$ cat config.mk
export PLATFORM = sky130hd
export DESIGN_NAME = spi_led_regs_flat
export DESIGN_NICKNAME = d
export VERILOG_FILES = /design/src/rtl/spi_led_regs_if.sv /design/src/rtl/spi_led_regs.sv /design/src/flat_wrapper.sv
export SDC_FILE = /design/constraint.sdc
export NUM_CORES = 1
export LEC_CHECK = 0
export CAP_MARGIN = 25
export CORE_AREA = 3 3 80 82
export DETAILED_ROUTE_END_ITERATION = 10
export DIE_AREA = 0 0 83 85
export GPL_TIMING_DRIVEN = 1
export PLACE_DENSITY_LB_ADDON = 0.15
export SKIP_CTS_REPAIR_TIMING = 1
export SLEW_MARGIN = 20
export SYNTH_ARGS = -nofsm -noshare
export SYNTH_HDL_FRONTEND = slang
export SYNTH_SLANG_ARGS = --single-unit
$ cat constraint.sdc
create_clock -name clk -period 4.2 [get_ports clk]
set_input_delay 0.84 -clock clk [delete_from_list [all_inputs] [get_ports clk]]
set_output_delay 0.84 -clock clk [all_outputs]
set_load 0.1 [all_outputs]
$ cat src/rtl/spi_led_regs_if.sv
// SPI pin bundle between an initiator and the LED register responder.
interface spi_led_regs_if;
  logic spi_sck;
  logic spi_cs_n;
  logic spi_mosi;
  logic spi_miso;

  modport master (
    output spi_sck,
    output spi_cs_n,
    output spi_mosi,
    input  spi_miso
  );

  modport slave (
    input  spi_sck,
    input  spi_cs_n,
    input  spi_mosi,
    output spi_miso
  );
endinterface

$ cat src/rtl/spi_led_regs.sv
// SPI mode-0 responder for a 4-entry LED register file driving LED1..LED5.
// Define SPI_LED_BLINK_EN to build the blink prescaler and phase logic.
module spi_led_regs #(
  parameter int PSC_SHIFT = 8
) (
  input  logic          clk,
  input  logic          rst_n,
  spi_led_regs_if.slave spi,
  output logic          LED1,
  output logic          LED2,
  output logic          LED3,
  output logic          LED4,
  output logic          LED5
);

  typedef enum logic [1:0] {
    IDLE,
    CMD,
    DATA,
    DONE
  } state_e;

  state_e      state_q;
  logic [2:0]  sck_q;
  logic [2:0]  cs_q;
  logic [1:0]  mosi_q;
  logic        rise_q;
  logic        fall_q;
  logic [4:0]  bcnt_q;
  logic [6:0]  sh_q;
  logic [7:0]  tx_q;
  logic        wr_q;
  logic [1:0]  addr_q;
  logic        miso_q;
  logic [4:0]  led_q;
  logic [4:0]  mask_q;
  logic [4:0]  out_q;
  logic [7:0]  rate_q;
  logic [3:0]  wcnt_q;
  logic        phase;
  logic        commit;
  logic [7:0]  cmd;
  logic [7:0]  rdata;

  always_ff @(posedge clk or negedge rst_n) begin
    if (!rst_n) begin
      sck_q  <= 3'b000;
      cs_q   <= 3'b111;
      mosi_q <= 2'b00;
      rise_q <= 1'b0;
      fall_q <= 1'b0;
    end else begin
      sck_q  <= {sck_q[1:0], spi.spi_sck};
      cs_q   <= {cs_q[1:0], spi.spi_cs_n};
      mosi_q <= {mosi_q[0], spi.spi_mosi};
      rise_q <= sck_q[1] & ~sck_q[2];
      fall_q <= ~sck_q[1] & sck_q[2];
    end
  end

  assign cmd = {sh_q, mosi_q[1]};

  always_comb begin
    rdata = 8'h00;
    case (cmd[1:0])
      2'd0:    rdata = {3'b000, led_q};
      2'd1:    rdata = {3'b000, mask_q};
      2'd2:    rdata = rate_q;
      default: rdata = {wcnt_q, 3'b000, phase};
    endcase
  end

  assign commit = !cs_q[1] && rise_q && state_q == DATA &&
                  bcnt_q == 5'd15 && wr_q && addr_q != 2'd3;

  always_ff @(posedge clk or negedge rst_n) begin
    if (!rst_n) begin
      state_q <= IDLE;
      bcnt_q  <= 5'd0;
      sh_q    <= 7'd0;
      tx_q    <= 8'd0;
      wr_q    <= 1'b0;
      addr_q  <= 2'd0;
      miso_q  <= 1'b0;
    end else if (cs_q[1]) begin
      state_q <= IDLE;
      bcnt_q  <= 5'd0;
      miso_q  <= 1'b0;
    end else begin
      unique case (state_q)
        IDLE: begin
          // only a real CS falling edge opens a frame
          if (cs_q[2]) state_q <= CMD;
          bcnt_q <= 5'd0;
          miso_q <= 1'b0;
        end
        CMD: begin
          if (rise_q) begin
            sh_q   <= cmd[6:0];
            bcnt_q <= bcnt_q + 5'd1;
            if (bcnt_q == 5'd7) begin
              state_q <= DATA;
              wr_q    <= cmd[7];
              addr_q  <= cmd[1:0];
              tx_q    <= rdata;
            end
          end
        end
        DATA: begin
          if (rise_q) begin
            sh_q   <= cmd[6:0];
            bcnt_q <= bcnt_q + 5'd1;
            if (bcnt_q == 5'd15) begin
              state_q <= DONE;
              miso_q  <= 1'b0;
            end
          end else if (fall_q) begin
            miso_q <= tx_q[7];
            tx_q   <= {tx_q[6:0], 1'b0};
          end
        end
        DONE: state_q <= DONE;
      endcase
    end
  end

  always_ff @(posedge clk or negedge rst_n) begin
    if (!rst_n) begin
      led_q  <= 5'd0;
      mask_q <= 5'd0;
      rate_q <= 8'hFF;
      wcnt_q <= 4'd0;
      out_q  <= 5'd0;
    end else begin
      if (commit) begin
        case (addr_q)
          2'd0:    led_q  <= cmd[4:0];
          2'd1:    mask_q <= cmd[4:0];
          default: rate_q <= cmd;
        endcase
        wcnt_q <= wcnt_q + 4'd1;
      end
      out_q <= led_q ^ (mask_q & {5{phase}});
    end
  end

`ifdef SPI_LED_BLINK_EN
  localparam int PW = PSC_SHIFT + 8;

  logic [PW-1:0] psc_q;
  logic          phase_q;
  logic          tc;

  // (RATE+1)<<S - 1 is RATE in the top byte with all low bits set
  assign tc = (psc_q[PW-1:PSC_SHIFT] == rate_q) &&
              (&psc_q[PSC_SHIFT-1:0]);

  always_ff @(posedge clk or negedge rst_n) begin
    if (!rst_n) begin
      psc_q   <= '0;
      phase_q <= 1'b0;
    end else begin
      if (tc) phase_q <= ~phase_q;
      if (tc || (commit && addr_q == 2'd2)) psc_q <= '0;
      else psc_q <= psc_q + PW'(1);
    end
  end

  assign phase = phase_q;
`else
  assign phase = 1'b0;
`endif

  assign spi.spi_miso = miso_q;
  assign LED1 = out_q[0];
  assign LED2 = out_q[1];
  assign LED3 = out_q[2];
  assign LED4 = out_q[3];
  assign LED5 = out_q[4];

endmodule

$ cat src/flat_wrapper.sv
// flat-port wrapper written by rule: the top's interface ports become plain ports
module spi_led_regs_flat 
#(
  parameter int PSC_SHIFT = 8
)
  (clk, rst_n, LED1, LED2, LED3, LED4, LED5, spi_spi_sck, spi_spi_cs_n, spi_spi_mosi, spi_spi_miso);
  spi_led_regs_if spi_i ();
  input  logic clk;
  input  logic rst_n;
  output logic LED1;
  output logic LED2;
  output logic LED3;
  output logic LED4;
  output logic LED5;
  input wire logic [$bits(spi_i.spi_sck)-1:0] spi_spi_sck;
  input wire logic [$bits(spi_i.spi_cs_n)-1:0] spi_spi_cs_n;
  input wire logic [$bits(spi_i.spi_mosi)-1:0] spi_spi_mosi;
  output wire logic [$bits(spi_i.spi_miso)-1:0] spi_spi_miso;
  assign spi_i.spi_sck = spi_spi_sck;
  assign spi_i.spi_cs_n = spi_spi_cs_n;
  assign spi_i.spi_mosi = spi_spi_mosi;
  assign spi_spi_miso = spi_i.spi_miso;
  spi_led_regs #(.PSC_SHIFT(PSC_SHIFT)) u_core (.clk(clk), .rst_n(rst_n), .spi(spi_i), .LED1(LED1), .LED2(LED2), .LED3(LED3), .LED4(LED4), .LED5(LED5));
endmodule
Word-level counts from Yosys, hierarchy flattened
Cells that the tools add are included.

storage, ports and cells
  logic and storage cells = 90
  flip-flop bits (word level) = 63

operators by class
  mux-type cells = 21
  add/subtract/negate cells = 2
  bitwise operators = 6
  eq/ne operators = 21
  reductions and logical operators = 23

operators with widths
  operator               count
  $mux W8                4
  $pmux W8 S3            1
  $pmux W8 S2            1
  $ne A3 B1 Y1 const B   5
  $mux W2                6
  $mux W5                2
  $pmux W5 S2            1
  $pmux W2 S4            1
  $reduce_and A2 Y1      4
  $eq A2 B1 Y1 const B   3
  $eq A2 B2 Y1 const B   3
  $logic_not A2 Y1       3
  $ne A2 B1 Y1 const B   3
  $reduce_and A3 Y1      2
  $reduce_and A6 Y1      1
  $reduce_bool A3 Y1     2
  $add A5 B1 Y5 const B  1
  $eq A5 B3 Y1 const B   1
  $eq A5 B4 Y1 const B   1
  $logic_and A1 B1 Y1    5
  $reduce_and A5 Y1      1
  $add A4 B1 Y4 const B  1
  $mux W1                4
  $ne A2 B2 Y1 const B   2
  10 further kinds       15

Depth between registers and ports, before layout
  depth after elaboration = 7
  mapped depth = 7
  mapped depth without buffers = 7

Worst setup path before layout
No wires, ideal clock.

  path kind = register -> register
  from = register u_core.bcnt_q[0]
  to = register u_core.led_q[0]
  slack = 2263 ps
  arrival = 1810 ps
  data required time = 4073 ps
  cell stages (with the launch flop) = 8
  clock period less this slack = 1937 ps
  path buffers = 0
  cells stage by stage = dfrtp_1 > ha_1 > and3_2 > ha_1 > nand2_1 > nor3_2 > nor3b_2 > mux2_1

between the ends
  longest elaborated chain between the ends = 5

RTL lines
  element                             line                 text
  from (decl)                         spi_led_regs.sv:29   logic [4:0] bcnt_q;
  from (signal assigned)              spi_led_regs.sv:100  bcnt_q <= bcnt_q + 5'd1;
  from (signal assigned)              spi_led_regs.sv:112  bcnt_q <= bcnt_q + 5'd1;
  $eq A5 B4 Y1                        spi_led_regs.sv:74   bcnt_q == 5'd15 && wr_q && addr_q != 2'd3;
  $logic_and A1 B1 Y1                 spi_led_regs.sv:73   assign commit = !cs_q[1] && rise_q && state_q == DATA &&
  $logic_and A1 B1 Y1 (2 in a row)    spi_led_regs.sv:74
  $reduce_and A2 Y1 (no source line)  --
  to (signal assigned)                spi_led_regs.sv:137  2'd0: led_q <= cmd[4:0];
  to (decl)                           spi_led_regs.sv:35   logic [4:0] led_q;

Every way passes these cells.
A chain may end at the register's enable or synchronous reset.

Worst setup path after layout
  from = register u_core.miso_q (netlist: u_core.spi.spi_miso)
  to = output spi_spi_miso

RTL lines
  element                 line                 text
  from (decl)             spi_led_regs.sv:34   logic miso_q;
  from (signal assigned)  spi_led_regs.sv:118  miso_q <= tx_q[7];
  to (decl)               flat_wrapper.sv:18   output wire logic [$bits(spi_i.spi_miso)-1:0] spi_spi_miso;

No word-level cell between the ends.

==> impl_results.md <==
* Quantity of I/O buffers inserted on ports at 10
* Class of the most critical hold timing path: reg -> reg
* Number of flip-flops and latches in the synthesized netlist at 63
* 1st-pass router iterations at 4
* Instance count after placement with tap cells included at 288
* Final #Nets at 239
* Run status: complete, no violations
* Slowest stage cell on the critical path: clkdlybuf4s50_1
* Number of DRC violations after detailed routing at 0
* Number of setup violations in the final report at 0
* I/O pins at 11
* Reported max-cap violation count at 0
* CTS Root Cell: clkbuf_8
* Via total after detailed routing at 1669
* Largest clock skew in the final design at 0.00737 ns
* Kind of capture point of the worst setup path: primary output
* CTS tree: done
* Ratio of total power to cell area at 487 nW/um2
* Unrepaired setup endpoints after global routing: false
* Netlist Area Pre-Place at 2830 um2
* Average cell area after synthesis at 13.5 um2
* Cells along the critical path: clkdlybuf4s50_1
* Non-filler cells in the finished layout at 305
* Top fanout value on the critical path at 2
* # H-tree levels at 3
* Fraction of power spent switching nets at 27.2%
* Minimum setup slack among reg-to-reg paths at 1.74 ns
* Pint at 1.14 mW
* Slew @ Worst Pin at 0.969 ns
* Starting density of the core at 48.7%
* Final critical delay including setup and external delays at 2.66 ns
* Post-detailed-route count of antenna-violating nets at 0
* Synth Warn # at 0
* Setup CP Type: reg -> out
* Filler cell count at 521
* Gate count of the mapped netlist at 210
* Sequential cell fraction of total power at 45.7%
* Sum of net half-perimeters after detailed placement at 3500 um
* Clock-pin slew on the worst setup and hold paths at 0.07 ns
* Sum Neg Setup Slack at 0 ns
* Clock power share at 37.8%
* Maximum number of pins on one net before global-route repair at 43
* Required time reported for the critical path endpoint at 3.36 ns
* Pwr Total at 1.56 mW
* Fraction of the core area covered by cells at the end of the flow at 55.2%
* Ratio of cells with drive above 1 in the final layout at 32.2%
* Most common cell after layout, fill and taps aside: dfrtp_1
* FF-to-FF path depth at 5
* CP Capture Point: spi_spi_miso
* Source-to-sink clock delay at the later pin of the worst-skew pair at 0.34 ns
* Overall track demand over capacity in global routing at 16.4%
* Die Y at 85 um
* Number of cells on the critical path at 1
* Leakage at 1.52 nW
* Worst max-slew margin expressed relative to the limit at 35.2%
* CP top delay family: buffers and inverters
* Capture instance of the worst register-to-register path: u_core.wcnt_q[1]
* DRT Wirelength at 5130 um
* Critical Path Start: u_core.spi.spi_miso
* Share of the yosys chip area belonging to registers at 56.2%
* TritonCTS Buffers at 9
* Antenna violations before repair at 0
* CP peak stage delay at 1.14 ns
* Horizontal extent of the die at 83 um
* Switch Pwr at 426 uW
* Nets in the synthesized netlist at 224
* Synth cell types at 40
* Floorplan core area at 5820 um2
* Multi-input gate area at 1130 um2
* Critical path buffer and inverter count at 1
* Average vias per placed instance at 5.47
* Logic pwr share at 16.5%
* Routed wire per std cell at 16.8 um
* Number of core rows at 28
* Count of final max-slew check failures at 0
* Source of the worst register-to-register timing path: u_core.state_q[0]
* Worst slack at placement at 1.76 ns
* Fraction of the cycle the final worst path needs at 63.3%
* Hold Vio Cnt, Final at 0
* Die area at 7060 um2
* Gp weighted congestion at 0.733
* Number of clock sinks seen by CTS at 63
* Post-synthesis to final-layout area growth at 13.4%
* Worst setup margin at 1.54 ns
* Achievable clock frequency at 376 MHz
* # diodes at 0
* Number of global-route vias before repair at 1795
* WP data arrival at 1.82 ns
* Leading cell types in the layout, fill and taps excluded: dfrtp_1, mux2_2, nand2_1
* Remaining global-route overflow at 0
* Storage cell area at 1590 um2
* Wire length of the first global-routing pass at 8840 um
* Maximum count of clock buffers along a single path at 2
* Detailed router's first-iteration violation count at 100
* Critical path launch point type: flip-flop
* Max rail drop VDD at 0.000203 V
[power groups by stage]
stage          sequential (mW)  combinational, mW  clock, mW
3_5_place_dp             0.726              0.254          0
6_report                 0.715              0.258      0.592
2_1_floorplan            0.692              0.232          0
4_1_cts                  0.715              0.257      0.605
3_3_place_gp             0.723              0.239          0
5_1_grt                  0.722              0.285      0.638
[routing by layer]
layer	GRT usage, %	vias up	wire length (um)
li1	-	767	-
met1	19.8	865	2270
met2	27.0	27	2610
met4	8.47	0	116
met5	0	-	0
met3	4.47	10	138
[cells by family after synthesis]
| kind of cell | share of synthesized area [%] |
|---|---|
| flip-flops | 56.2 |
| multiplexers | 20.8 |
| AND/OR/NAND/NOR | 8.62 |
| AO/OA/AOI/OAI | 5.79 |
| buffers and inverters | 3.71 |
| adder cells (fa/ha/maj) | 3.98 |
| XOR/XNOR | 0.929 |
[how the worst min path moves through the flow]
stage	start	slack, ns	depth (start not counted)	to
floorplan	u_core.mosi_q[0]	0.33	0	u_core.mosi_q[1]
global placement	u_core.mosi_q[0]	0.33	0	u_core.mosi_q[1]
detailed placement	u_core.sck_q[0]	0.33	0	u_core.sck_q[1]
CTS	u_core.sck_q[0]	0.35	0	u_core.sck_q[1]
global route	u_core.sck_q[0]	0.35	0	u_core.sck_q[1]
finish	u_core.sck_q[0]	0.35	0	u_core.sck_q[1]
[through the flow]
| stage | hold slack [ns] | instance area, um2 |
|---|---|---|
| after global placement | 0.334 | 2960 |
| after detailed placement | 0.335 | 2960 |
| after global routing | 0.353 | 3210 |
| final | 0.350 | 3210 |
| after CTS | 0.350 | 3180 |
| after floorplan | 0.331 | 2830 |
[layout make-up]
cell class,instances,area share (%)
flip-flops and latches,63,49.5
multi-input cells,129,35.3
clock buffers,13,4.95
repair buffers,12,4.05
well taps,75,2.92
clock inverters,3,2.03
inverters,10,1.17
[registers in the layout (all words and copies together) (netlist names), 2 cells and up]
register	cells
u_core.mosi_q	2
u_core.tx_q	8
u_core.state_q	2
u_core.bcnt_q	5
u_core.wcnt_q	4
u_core.cs_q	3
u_core.out_q	5
u_core.mask_q	5
u_core.led_q	5
u_core.rate_q	8
u_core.addr_q	2
u_core.sck_q	3
u_core.sh_q	7
[Yosys cell counts]
cell type,n,area [um2]
buf_6,3,33.8
a2111oi_2,1,15.0
mux2_2,30,338
nor3b_2,1,12.5
nor3_1,1,5.00
and3_1,1,6.26
a21oi_1,6,30.0
a221o_1,1,10.0
clkbuf_8,1,13.8
dfrtp_1,52,1300
dfstp_2,11,289
a222oi_1,1,10.0
buf_4,1,7.51
nand4_1,2,12.5
xnor2_1,2,17.5
nor2_1,10,37.5
clkbuf_1,2,7.51
a22oi_1,4,30.0
buf_2,1,5.00
nand4b_1,1,8.76
nor3_2,1,10.0
inv_1,10,37.5
and3_2,2,15.0
nand2_1,13,48.8
nand3b_1,2,15.0
mux2_1,6,67.6
mux4_2,1,22.5
a221oi_1,3,26.3
o21ai_1,1,5.00
nor2b_1,4,25.0
and4bb_1,1,12.5
nand2b_2,1,8.76
nand2b_1,3,18.8
o21ai_0,5,25.0
xor2_1,1,8.76
and2_2,1,7.51
mux2i_1,4,40.0
ha_1,9,113
o22ai_1,2,12.5
mux2_4,8,120
Note: power is estimated with default switching activity, not from simulation.
